$ cat config.mk
export PLATFORM = sky130hd
export DESIGN_NAME = load_store_unit_flat
export DESIGN_NICKNAME = d
export VERILOG_FILES = /design/src/rtl/load_store_unit_pkg.sv /design/src/rtl/load_store_unit_if.sv /design/src/rtl/load_store_unit_align.sv /design/src/rtl/load_store_unit.sv /design/src/flat_wrapper.sv
export SDC_FILE = /design/constraint.sdc
export NUM_CORES = 1
export LEC_CHECK = 0
export ABC_AREA = 1
export CAP_MARGIN = 15
export CORE_MARGIN = 3
export CORE_UTILIZATION = 30
export DETAILED_ROUTE_END_ITERATION = 8
export PLACE_DENSITY = 0.58
export SLEW_MARGIN = 30
export SYNTH_ARGS = -nofsm -noshare
export SYNTH_HDL_FRONTEND = slang
export SYNTH_SLANG_ARGS = --single-unit
$ cat constraint.sdc
create_clock -name clk -period 1.2 [get_ports clk]
set_input_delay 0.3 -clock clk [delete_from_list [all_inputs] [get_ports clk]]
set_output_delay 0.3 -clock clk [all_outputs]
set_load 0.005 [all_outputs]
$ cat src/rtl/load_store_unit_pkg.sv
// Shared constants, state encoding and request-legality helpers for load_store_unit.
package lsu_pkg;

    localparam int ADDR_W_DEF = 18;
    localparam int XLEN_DEF   = 32;

    localparam logic [2:0] F3_B  = 3'b000;
    localparam logic [2:0] F3_H  = 3'b001;
    localparam logic [2:0] F3_W  = 3'b010;
    localparam logic [2:0] F3_BU = 3'b100;
    localparam logic [2:0] F3_HU = 3'b101;

    typedef enum logic [2:0] {
        IDLE    = 3'd0,
        STORE   = 3'd1,
        LD_ADDR = 3'd2,
        LD_DATA = 3'd3,
        RESP    = 3'd4
    } state_t;

    function automatic logic f3_legal(input logic is_store, input logic [2:0] f3);
        if (is_store) begin
            return (f3 == F3_B) || (f3 == F3_H) || (f3 == F3_W);
        end
        return (f3 == F3_B) || (f3 == F3_H) || (f3 == F3_W) ||
               (f3 == F3_BU) || (f3 == F3_HU);
    endfunction

    // Half accesses (x01) need addr[0]=0, word accesses (010) need addr[1:0]=0.
    function automatic logic misaligned(input logic [2:0] f3, input logic [1:0] lo);
        return ((f3[1:0] == 2'b01) && lo[0]) || ((f3[1:0] == 2'b10) && (lo != 2'b00));
    endfunction

endpackage

$ cat src/rtl/load_store_unit_if.sv
// Request/response and data-memory signal bundle of load_store_unit.
// Handshake: a request transfers on a rising edge with req_valid && req_ready; resp_valid is a one-cycle pulse with no backpressure.
interface load_store_unit_if #(
    parameter int ADDR_W = lsu_pkg::ADDR_W_DEF,
    parameter int XLEN   = lsu_pkg::XLEN_DEF
);
    logic              req_valid;
    logic              req_ready;
    logic              req_is_store;
    logic [2:0]        req_funct3;
    logic [31:0]       req_addr;
    logic [XLEN-1:0]   req_wdata;

    logic              resp_valid;
    logic [XLEN-1:0]   resp_rdata;
    logic              resp_err;

    logic              mem_write;
    logic [3:0]        mem_byte_en;
    logic [ADDR_W-1:0] mem_write_addr;
    logic [ADDR_W-1:0] mem_read_addr;
    logic [XLEN-1:0]   mem_write_data;
    logic [XLEN-1:0]   mem_read_data;

    modport slave (
        input  req_valid, req_is_store, req_funct3, req_addr, req_wdata, mem_read_data,
        output req_ready, resp_valid, resp_rdata, resp_err,
               mem_write, mem_byte_en, mem_write_addr, mem_read_addr, mem_write_data
    );

    modport master (
        output req_valid, req_is_store, req_funct3, req_addr, req_wdata, mem_read_data,
        input  req_ready, resp_valid, resp_rdata, resp_err,
               mem_write, mem_byte_en, mem_write_addr, mem_read_addr, mem_write_data
    );
endinterface

$ cat src/rtl/load_store_unit_align.sv
// load_align: combinational selection and sign/zero extension of a memory word for RV32I loads.
module load_align
    import lsu_pkg::*;
#(
    parameter int XLEN = XLEN_DEF
) (
    input  logic [2:0]      funct3_i,
    input  logic [1:0]      addr_lo_i,
    input  logic [XLEN-1:0] word_i,
    output logic [XLEN-1:0] data_o
);
    logic [7:0]  byte_sel;
    logic [15:0] half_sel;

    always_comb begin
        byte_sel = word_i[{addr_lo_i, 3'b000} +: 8];
        half_sel = addr_lo_i[1] ? word_i[16 +: 16] : word_i[0 +: 16];
        data_o   = '0;
        case (funct3_i)
            F3_B:    data_o = {{(XLEN-8){byte_sel[7]}}, byte_sel};
            F3_H:    data_o = {{(XLEN-16){half_sel[15]}}, half_sel};
            F3_W:    data_o = word_i;
            F3_BU:   data_o = {{(XLEN-8){1'b0}}, byte_sel};
            F3_HU:   data_o = {{(XLEN-16){1'b0}}, half_sel};
            default: data_o = '0;
        endcase
    end
endmodule

$ cat src/rtl/load_store_unit.sv
// load_store_unit: single-outstanding initiator for the synchronous data memory.
// Build option LSU_MISALIGN_TRAP_EN turns misaligned half/word accesses into error responses.
module load_store_unit
    import lsu_pkg::*;
#(
    parameter int ADDR_W = ADDR_W_DEF,
    parameter int XLEN   = XLEN_DEF
) (
    input  logic             clk,
    input  logic             rst,
    load_store_unit_if.slave bus,
    output state_t           state_o
);
    state_t            state_q;
    logic [2:0]        funct3_q;
    logic              mem_write_q;
    logic [3:0]        byte_en_q;
    logic [ADDR_W-1:0] write_addr_q;
    logic [ADDR_W-1:0] read_addr_q;
    logic [XLEN-1:0]   write_data_q;
    logic              resp_valid_q;
    logic              resp_err_q;
    logic [XLEN-1:0]   rdata_q;

    logic              req_err;
    logic [3:0]        st_be;
    logic [XLEN-1:0]   st_wd;
    logic [XLEN-1:0]   ld_fmt;
    logic              unused_addr_hi;

    // Address bits above ADDR_W wrap into the memory space.
    assign unused_addr_hi = ^bus.req_addr[31:ADDR_W];

    always_comb begin
        req_err = !f3_legal(bus.req_is_store, bus.req_funct3);
`ifdef LSU_MISALIGN_TRAP_EN
        if (misaligned(bus.req_funct3, bus.req_addr[1:0])) begin
            req_err = 1'b1;
        end
`endif
    end

    always_comb begin
        st_be = 4'b1111;
        st_wd = bus.req_wdata;
        case (bus.req_funct3)
            F3_B: begin
                st_be = 4'b0001 << bus.req_addr[1:0];
                st_wd = {4{bus.req_wdata[7:0]}};
            end
            F3_H: begin
                st_be = bus.req_addr[1] ? 4'b1100 : 4'b0011;
                st_wd = {2{bus.req_wdata[15:0]}};
            end
            default: ;
        endcase
    end

    // read_addr_q still holds the load address during LD_DATA.
    load_align #(.XLEN(XLEN)) u_load_align (
        .funct3_i  (funct3_q),
        .addr_lo_i (read_addr_q[1:0]),
        .word_i    (bus.mem_read_data),
        .data_o    (ld_fmt)
    );

    always_ff @(posedge clk or negedge rst) begin
        if (!rst) begin
            state_q      <= IDLE;
            funct3_q     <= '0;
            mem_write_q  <= 1'b0;
            byte_en_q    <= '0;
            write_addr_q <= '0;
            read_addr_q  <= '0;
            write_data_q <= '0;
            resp_valid_q <= 1'b0;
            resp_err_q   <= 1'b0;
            rdata_q      <= '0;
        end else begin
            mem_write_q  <= 1'b0;
            resp_valid_q <= 1'b0;
            case (state_q)
                IDLE: begin
                    if (bus.req_valid) begin
                        funct3_q   <= bus.req_funct3;
                        rdata_q    <= '0;
                        resp_err_q <= 1'b0;
                        if (req_err) begin
                            resp_err_q   <= 1'b1;
                            resp_valid_q <= 1'b1;
                            state_q      <= RESP;
                        end else if (bus.req_is_store) begin
                            mem_write_q  <= 1'b1;
                            byte_en_q    <= st_be;
                            write_addr_q <= bus.req_addr[ADDR_W-1:0];
                            write_data_q <= st_wd;
                            state_q      <= STORE;
                        end else begin
                            read_addr_q <= bus.req_addr[ADDR_W-1:0];
                            state_q     <= LD_ADDR;
                        end
                    end
                end
                STORE: begin
                    resp_valid_q <= 1'b1;
                    state_q      <= RESP;
                end
                LD_ADDR: begin
                    state_q <= LD_DATA;
                end
                LD_DATA: begin
                    rdata_q      <= ld_fmt;
                    resp_valid_q <= 1'b1;
                    state_q      <= RESP;
                end
                RESP: begin
                    state_q <= IDLE;
                end
                default: begin
                    state_q <= IDLE;
                end
            endcase
        end
    end

    assign bus.req_ready      = (state_q == IDLE);
    assign bus.resp_valid     = resp_valid_q;
    assign bus.resp_rdata     = rdata_q;
    assign bus.resp_err       = resp_err_q;
    assign bus.mem_write      = mem_write_q;
    assign bus.mem_byte_en    = byte_en_q;
    assign bus.mem_write_addr = write_addr_q;
    assign bus.mem_read_addr  = read_addr_q;
    assign bus.mem_write_data = write_data_q;
    assign state_o            = state_q;
endmodule

$ cat src/flat_wrapper.sv
// flat-port wrapper written by rule: the top's interface ports become plain ports
module load_store_unit_flat import lsu_pkg::*;
#(
    parameter int ADDR_W = ADDR_W_DEF,
    parameter int XLEN   = XLEN_DEF
)
  (clk, rst, state_o, bus_req_valid, bus_req_is_store, bus_req_funct3, bus_req_addr, bus_req_wdata, bus_mem_read_data, bus_req_ready, bus_resp_valid, bus_resp_rdata, bus_resp_err, bus_mem_write, bus_mem_byte_en, bus_mem_write_addr, bus_mem_read_addr, bus_mem_write_data);
  load_store_unit_if #(.ADDR_W(ADDR_W), .XLEN(XLEN)) bus_i ();
  input  logic clk;
  input  logic rst;
  output state_t state_o;
  input wire logic [$bits(bus_i.req_valid)-1:0] bus_req_valid;
  input wire logic [$bits(bus_i.req_is_store)-1:0] bus_req_is_store;
  input wire logic [$bits(bus_i.req_funct3)-1:0] bus_req_funct3;
  input wire logic [$bits(bus_i.req_addr)-1:0] bus_req_addr;
  input wire logic [$bits(bus_i.req_wdata)-1:0] bus_req_wdata;
  input wire logic [$bits(bus_i.mem_read_data)-1:0] bus_mem_read_data;
  output wire logic [$bits(bus_i.req_ready)-1:0] bus_req_ready;
  output wire logic [$bits(bus_i.resp_valid)-1:0] bus_resp_valid;
  output wire logic [$bits(bus_i.resp_rdata)-1:0] bus_resp_rdata;
  output wire logic [$bits(bus_i.resp_err)-1:0] bus_resp_err;
  output wire logic [$bits(bus_i.mem_write)-1:0] bus_mem_write;
  output wire logic [$bits(bus_i.mem_byte_en)-1:0] bus_mem_byte_en;
  output wire logic [$bits(bus_i.mem_write_addr)-1:0] bus_mem_write_addr;
  output wire logic [$bits(bus_i.mem_read_addr)-1:0] bus_mem_read_addr;
  output wire logic [$bits(bus_i.mem_write_data)-1:0] bus_mem_write_data;
  assign bus_i.req_valid = bus_req_valid;
  assign bus_i.req_is_store = bus_req_is_store;
  assign bus_i.req_funct3 = bus_req_funct3;
  assign bus_i.req_addr = bus_req_addr;
  assign bus_i.req_wdata = bus_req_wdata;
  assign bus_i.mem_read_data = bus_mem_read_data;
  assign bus_req_ready = bus_i.req_ready;
  assign bus_resp_valid = bus_i.resp_valid;
  assign bus_resp_rdata = bus_i.resp_rdata;
  assign bus_resp_err = bus_i.resp_err;
  assign bus_mem_write = bus_i.mem_write;
  assign bus_mem_byte_en = bus_i.mem_byte_en;
  assign bus_mem_write_addr = bus_i.mem_write_addr;
  assign bus_mem_read_addr = bus_i.mem_read_addr;
  assign bus_mem_write_data = bus_i.mem_write_data;
  load_store_unit #(.ADDR_W(ADDR_W), .XLEN(XLEN)) u_core (.clk(clk), .rst(rst), .bus(bus_i), .state_o(state_o));
endmodule
Word level (Yosys, flattened, before mapping)
Cells that the tools add are included.
Storage, ports and cells
  register bits: 113
  output and inout port bits: 111
Operators by class
  equal/unequal tests: 12
  shift operators: 2
  muxes and demuxes: 20
  bitwise operators: 1
  reduce and logical (&&, ||, !) cells: 13
Operators with widths (count)
  $pmux 32 s5: 1
  $pmux 32 s2: 2
  $mux 32: 1
  $shiftx 32x6->8: 1
  $mux 16: 1
  $eq 3x2->1 const B: 4
  $eq 3x3->1 const B: 4
  $eq 3x1->1 const B: 3
  $logic_not 3->1: 3
  $pmux 3 s3: 1
  $mux 1: 8
  $pmux 4 s2: 1
  $reduce_and 4->1: 2
  $mux 3: 2
  $logic_or 1x1->1: 4
  $mux 4: 1
  $reduce_and 2->1: 2
  $shl 1x2->4 const A: 1
  $mux 2: 1
  $ne 2x2->1 const B: 1
  $pmux 1 s2: 1
  $reduce_bool 2->1: 1
  $reduce_or 2->1: 1
  $not 1->1: 1

Depth between registers and ports, before layout
  word-level depth: 9
  depth in mapped cells: 10

Cells and area by module
A second synthesis with hierarchy kept.
Second synthesis, totals
  cells, all modules: 788
  area, all modules: 5796.8 um^2
By module, submodules not included
  load_store_unit: instances 1, cells an instance 581, area each 4897.2 um^2, sequential area each 2827.7 um^2
  load_align: instances 1, cells an instance 207, area each 899.6 um^2, sequential area each 0.0 um^2

Worst setup path after synthesis
OpenSTA, ideal clock, no wires.
  path kind: register -> register
  from: register u_core.state_q[0] (netlist: u_core.state_o[0])
  to: register u_core.write_addr_q[1] (netlist: u_core.bus.mem_write_addr[1])
  setup time: 0.123 ns
  arrival time: 1.165 ns
  required time: 1.077 ns
  setup slack: -0.088 ns
  stages on the path, launching flop included: 10
  path through: dfrtp_1 -> inv_2 -> nand2_4 -> nor2_8 -> nand2_4 -> nor2_8 -> inv_4 -> buf_2 -> nand2_1 -> o21ai_1
On the way
  longest elaborated chain between the ends: 2
Ends and longest elaborated chain
  start: declaration: RTL line load_store_unit.sv:14  | state_t state_q;
  start signal: assignment: RTL line load_store_unit.sv:69  | state_q <= IDLE;
  start signal: assignment: RTL line load_store_unit.sv:91  | state_q <= RESP;
  start signal: assignment: RTL line load_store_unit.sv:97  | state_q <= STORE;
  $logic_not 3->1
  via bus_req_ready: RTL line flat_wrapper.sv:18  | output wire logic [$bits(bus_i.req_ready)-1:0] bus_req_ready;
  $reduce_and 4->1 (no line)
  end signal: assignment: RTL line load_store_unit.sv:95  | write_addr_q <= bus.req_addr[ADDR_W-1:0];
  end: declaration: RTL line load_store_unit.sv:18  | logic [ADDR_W-1:0] write_addr_q;
The timed path passes the listed nets, and every way through them passes these cells.
A chain may end at the register's enable or synchronous reset.

Final worst setup path
  from: register u_core.state_q[2] (netlist: u_core.state_o[2])
  to: register u_core.byte_en_q[3] (netlist: u_core.bus.mem_byte_en[3])
On the way
  longest elaborated chain between the ends: 2
Ends and longest elaborated chain
  $logic_not 3->1: RTL line load_store_unit.sv:82  | case (state_q)
  $reduce_and 4->1 (no line)
  end signal: assignment: RTL line load_store_unit.sv:94  | byte_en_q <= st_be;
  end: declaration: RTL line load_store_unit.sv:17  | logic [3:0] byte_en_q;
No other way between the ends.

==> results.txt <==
----------------------------------------------------
[Worst setup path]
  Kind of start point of the critical path ... register
  Type of the worst setup path ... reg -> reg
  Arrival time at the worst endpoint ... 1.87 ns
  Highest cell delay on the worst timing path ... 0.39 ns
  Crit path required time ... 1.55 ns
  Endpoint type of the worst setup path ... register
  Crit path buffers/inverters ... 4
  Crit path max fanout ... 10
  Cell family with the largest share of critical-path delay ... buffers and inverters
  Highest-delay cell along the critical path ... dfrtp_1
  Critical-path cell list ... inv_2, nand2_4, nor2_8, buf_12, nand2_8, nor2_8, buf_4, buf_12, o21ai_0, nand2_1

[Floorplan]
  Initial core utilization ... 31.0%
  Overall die area ... 20500 µm²
  Area of the core region ... 18200 µm²
  Horizontal extent of the die ... 143 µm
  Top-Level Pins ... 214
  Die height ... 143 µm
  Row count ... 49

[Layout]
  Final Util ... 49.3%
  Signed area change from the synthesized netlist to the final layout ... 59.0%
  Final Instance Area ... 8980 µm²
  Top library cells by usage in the layout, fill and taps aside ... 367 x nand2_1, 111 x dfrtp_1, 102 x buf_2
  Nets ... 1149
  Most common cell after layout, fill and taps aside ... nand2_1
  Ratio of cells with drive above 1 in the final layout ... 29.0%
  Antenna cells ... 0

[Timing]
  Final hold viol count ... 0
  Transition time at the pin with the least slew margin ... 0.340 ns
  Clock skew after layout ... 0.00775 ns
  Count of final setup violators ... 220
  Final number of max-transition violations ... 0
  Final worst path period share ... 127%
  Final WS setup ... -0.320 ns
  Final Critical Period ... 1.52 ns
  Setup repair after global routing missed its margin ... yes
  Final-layout setup total negative slack ... -27.79 ns
  F_max ... 658 MHz
  Worst slew margin relative to its limit ... 77.3%

[Clock tree]
  Count of clock tree sinks ... 113
  Clock Pin Slew Worst Setup and Hold Paths ... 0.06 ns
  Number of buffers on the longest clock path ... 2
  H-tree Lvls ... 4
  Clock buffer count from CTS ... 17
  Clock tree from TritonCTS ... yes
  CTS root buf ... clkbuf_16
  Clock latency at the later pin of the worst-skew pair ... 0.42 ns

[Synth]
  Net count after synthesis ... 863
  Share of the yosys chip area belonging to registers ... 50.0%
  Number of cells produced by synthesis ... 760
  Cell Area, Synth ... 5650 µm²
  Total of flip-flops plus latches after synthesis ... 113
  Yosys warns ... 0
  Count of cell types in the netlist ... 29
  Average cell area after synthesis ... 7.43 µm²

[Flow run]
  Max-capacitance violation count ... 0

[Detailed routing]
  Count of unresolved DRC violations after routing ... 0
  Vias per std cell ... 4.48
  Routed wire per std cell ... 14.5 µm
  Wire length after detailed routing ... 18.6 mm
  Total number of vias ... 5772
  Number of search-and-repair iterations in the first detailed-routing pass ... 5
  Residual antenna-violating net count after detailed routing ... 0
  Detailed router's first-iteration violation count ... 270

[GRT]
  Pin count of the biggest net entering global routing ... 37
  Met3 usage in global routing ... 6.50%
  Overflow left after global routing ... 0
  Number of global-route vias before repair ... 5558
  Global-route wire length before repair ... 29.4 mm
  Antenna violations before repair ... 0
  Global-route layer with the greatest usage ... met2
  Met2 Resource Use GR ... 29.7%
  Met1 capacity usage during global routing ... 23.0%
  Combined global-route utilization of all metal layers ... 18.3%

[Placed design]
  Final weighted congestion in routability-driven placement ... 0.858
  Placement Setup Slack ... -0.551 ns
  Detail Placement HPWL ... 13.3 mm
  Count of buffers inserted at the top-level ports ... 199
  Area after detailed placement ... 8360 µm²

[Power and ir drop]
  PwrDens ... 2270 nW/µm²
  Worst vdd ir ... 1090 µV
  PnR Total Power ... 20.4 mW
  Static Leakage ... 5.03 nW

[Hold path]
  Worst min-delay path category ... in -> async

[Outcome]
  Failing checks ... negative setup slack
  Status ... finished, violations left

----------------------------------------------------
[cell families (layout without fill, tap and decap cells)]
| kind of cell | count (synthesis) | in the layout | synth area share (%) |
|---|---|---|---|
| AND/OR/NAND/NOR | 472 | 472 | 34.4 |
| flip-flops | 113 | 113 | 50.0 |
| buffers and inverters | 104 | 403 | 8.68 |
| AO/OA/AOI/OAI | 71 | 71 | 6.91 |
[layout make-up]
class | instances | area, µm²
fillers | 1804 | 9220
flip-flops and latches | 113 | 2830
repair buffers | 301 | 2580
multi-input cells | 543 | 2450
clock buffers | 17 | 425
well taps | 229 | 287
inverters | 70 | 270
clock inverters | 15 | 138
[state kept, by name, indices dropped and copies added, names as in the netlist]
| signal | flops |
|---|---|
| u_core.bus.mem_write_data | 32 |
| u_core.state_o | 3 |
| u_core.bus.resp_valid | 1 |
| u_core.funct3_q | 3 |
| u_core.bus.mem_write | 1 |
| u_core.bus.resp_err | 1 |
| u_core.bus.mem_read_addr | 18 |
| u_core.bus.mem_byte_en | 4 |
| u_core.bus.mem_write_addr | 18 |
| u_core.bus.resp_rdata | 32 |
[worst reg2reg max path: stages (launching register included)]
cell     delay, ns
dfrtp_1       0.39
inv_2         0.08
nand2_4       0.07
nor2_8        0.13
buf_12        0.12
nand2_8       0.06
nor2_8        0.15
buf_4         0.17
buf_12        0.13
o21ai_0       0.09
nand2_1       0.06
[metal layers]
metal	routed length, µm	share of wire (%)
met5	0	0
met2	8680	47
met3	1700	9.2
met1	7950	43
met4	270	1.5
[path summary, 6_finish.rpt]
path	from	cells past startpoint	end	slack [ns]
worst max-delay path	u_core.state_o[2]$_DFFE_PN0P_	10	u_core.bus.mem_byte_en[3]$_DFFE_PN0P_	-0.32
worst min-delay path	rst	2	u_core.bus.resp_rdata[6]$_DFFE_PN0P_	0.34
worst max register to register	u_core.state_o[2]$_DFFE_PN0P_	10	u_core.bus.mem_byte_en[3]$_DFFE_PN0P_	-0.32
worst min register to register	u_core.bus.mem_write_data[9]$_DFFE_PN0P_	2	u_core.bus.mem_write_data[9]$_DFFE_PN0P_	0.47
max in group asynchronous	rst	3	u_core.bus.mem_write_data[8]$_DFFE_PN0P_	0.40
min in group clk	bus_req_addr[13]	3	u_core.bus.mem_write_addr[13]$_DFFE_PN0P_	0.44
[metrics by stage]
| step | hold slack (ns) | std cells |
|---|---|---|
| 2_1_floorplan | 0.00441 | 760 |
| 3_3_place_gp | 0.231 | 1217 |
| 3_5_place_dp | 0.233 | 1217 |
| 4_1_cts | 0.343 | 1282 |
| 5_1_grt | 0.348 | 1288 |
| 6_report | 0.337 | 1288 |
[power by group]
| part | internal [mW] | switching [mW] | total (mW) |
|---|---|---|---|
| clock | 2.74 | 2.10 | 4.84 |
| sequential | 5.37 | 0.980 | 6.35 |
| combinational | 4.62 | 4.58 | 9.21 |
[repair_timing]
action,in CTS,in global routing
hold buffers,1,0
pin swaps,3,3
buffers inserted,29,6
cloned,3,1
gates resized for setup,489,34
endpoints found under the setup margin,221,223
endpoints found under the hold margin,11,0
[synthesized netlist by cell type, drive strengths merged]
| cell type | number | share of area [%] |
|---|---|---|
| nand2 | 398 | 27 |
| dfrtp | 113 | 50 |
| inv | 70 | 4.7 |
| o21ai | 56 | 5.0 |
| nor2 | 43 | 4.1 |
| buf | 32 | 3.9 |
| nand3 | 26 | 2.6 |
| o211ai | 10 | 1.3 |
| a21oi | 4 | 0.42 |
| nor3 | 3 | 0.55 |
| clkbuf | 2 | 0.13 |
| a211oi | 1 | 0.13 |
| nand4 | 1 | 0.11 |
| or2 | 1 | 0.11 |
Note: power is estimated with default switching activity, not from simulation.
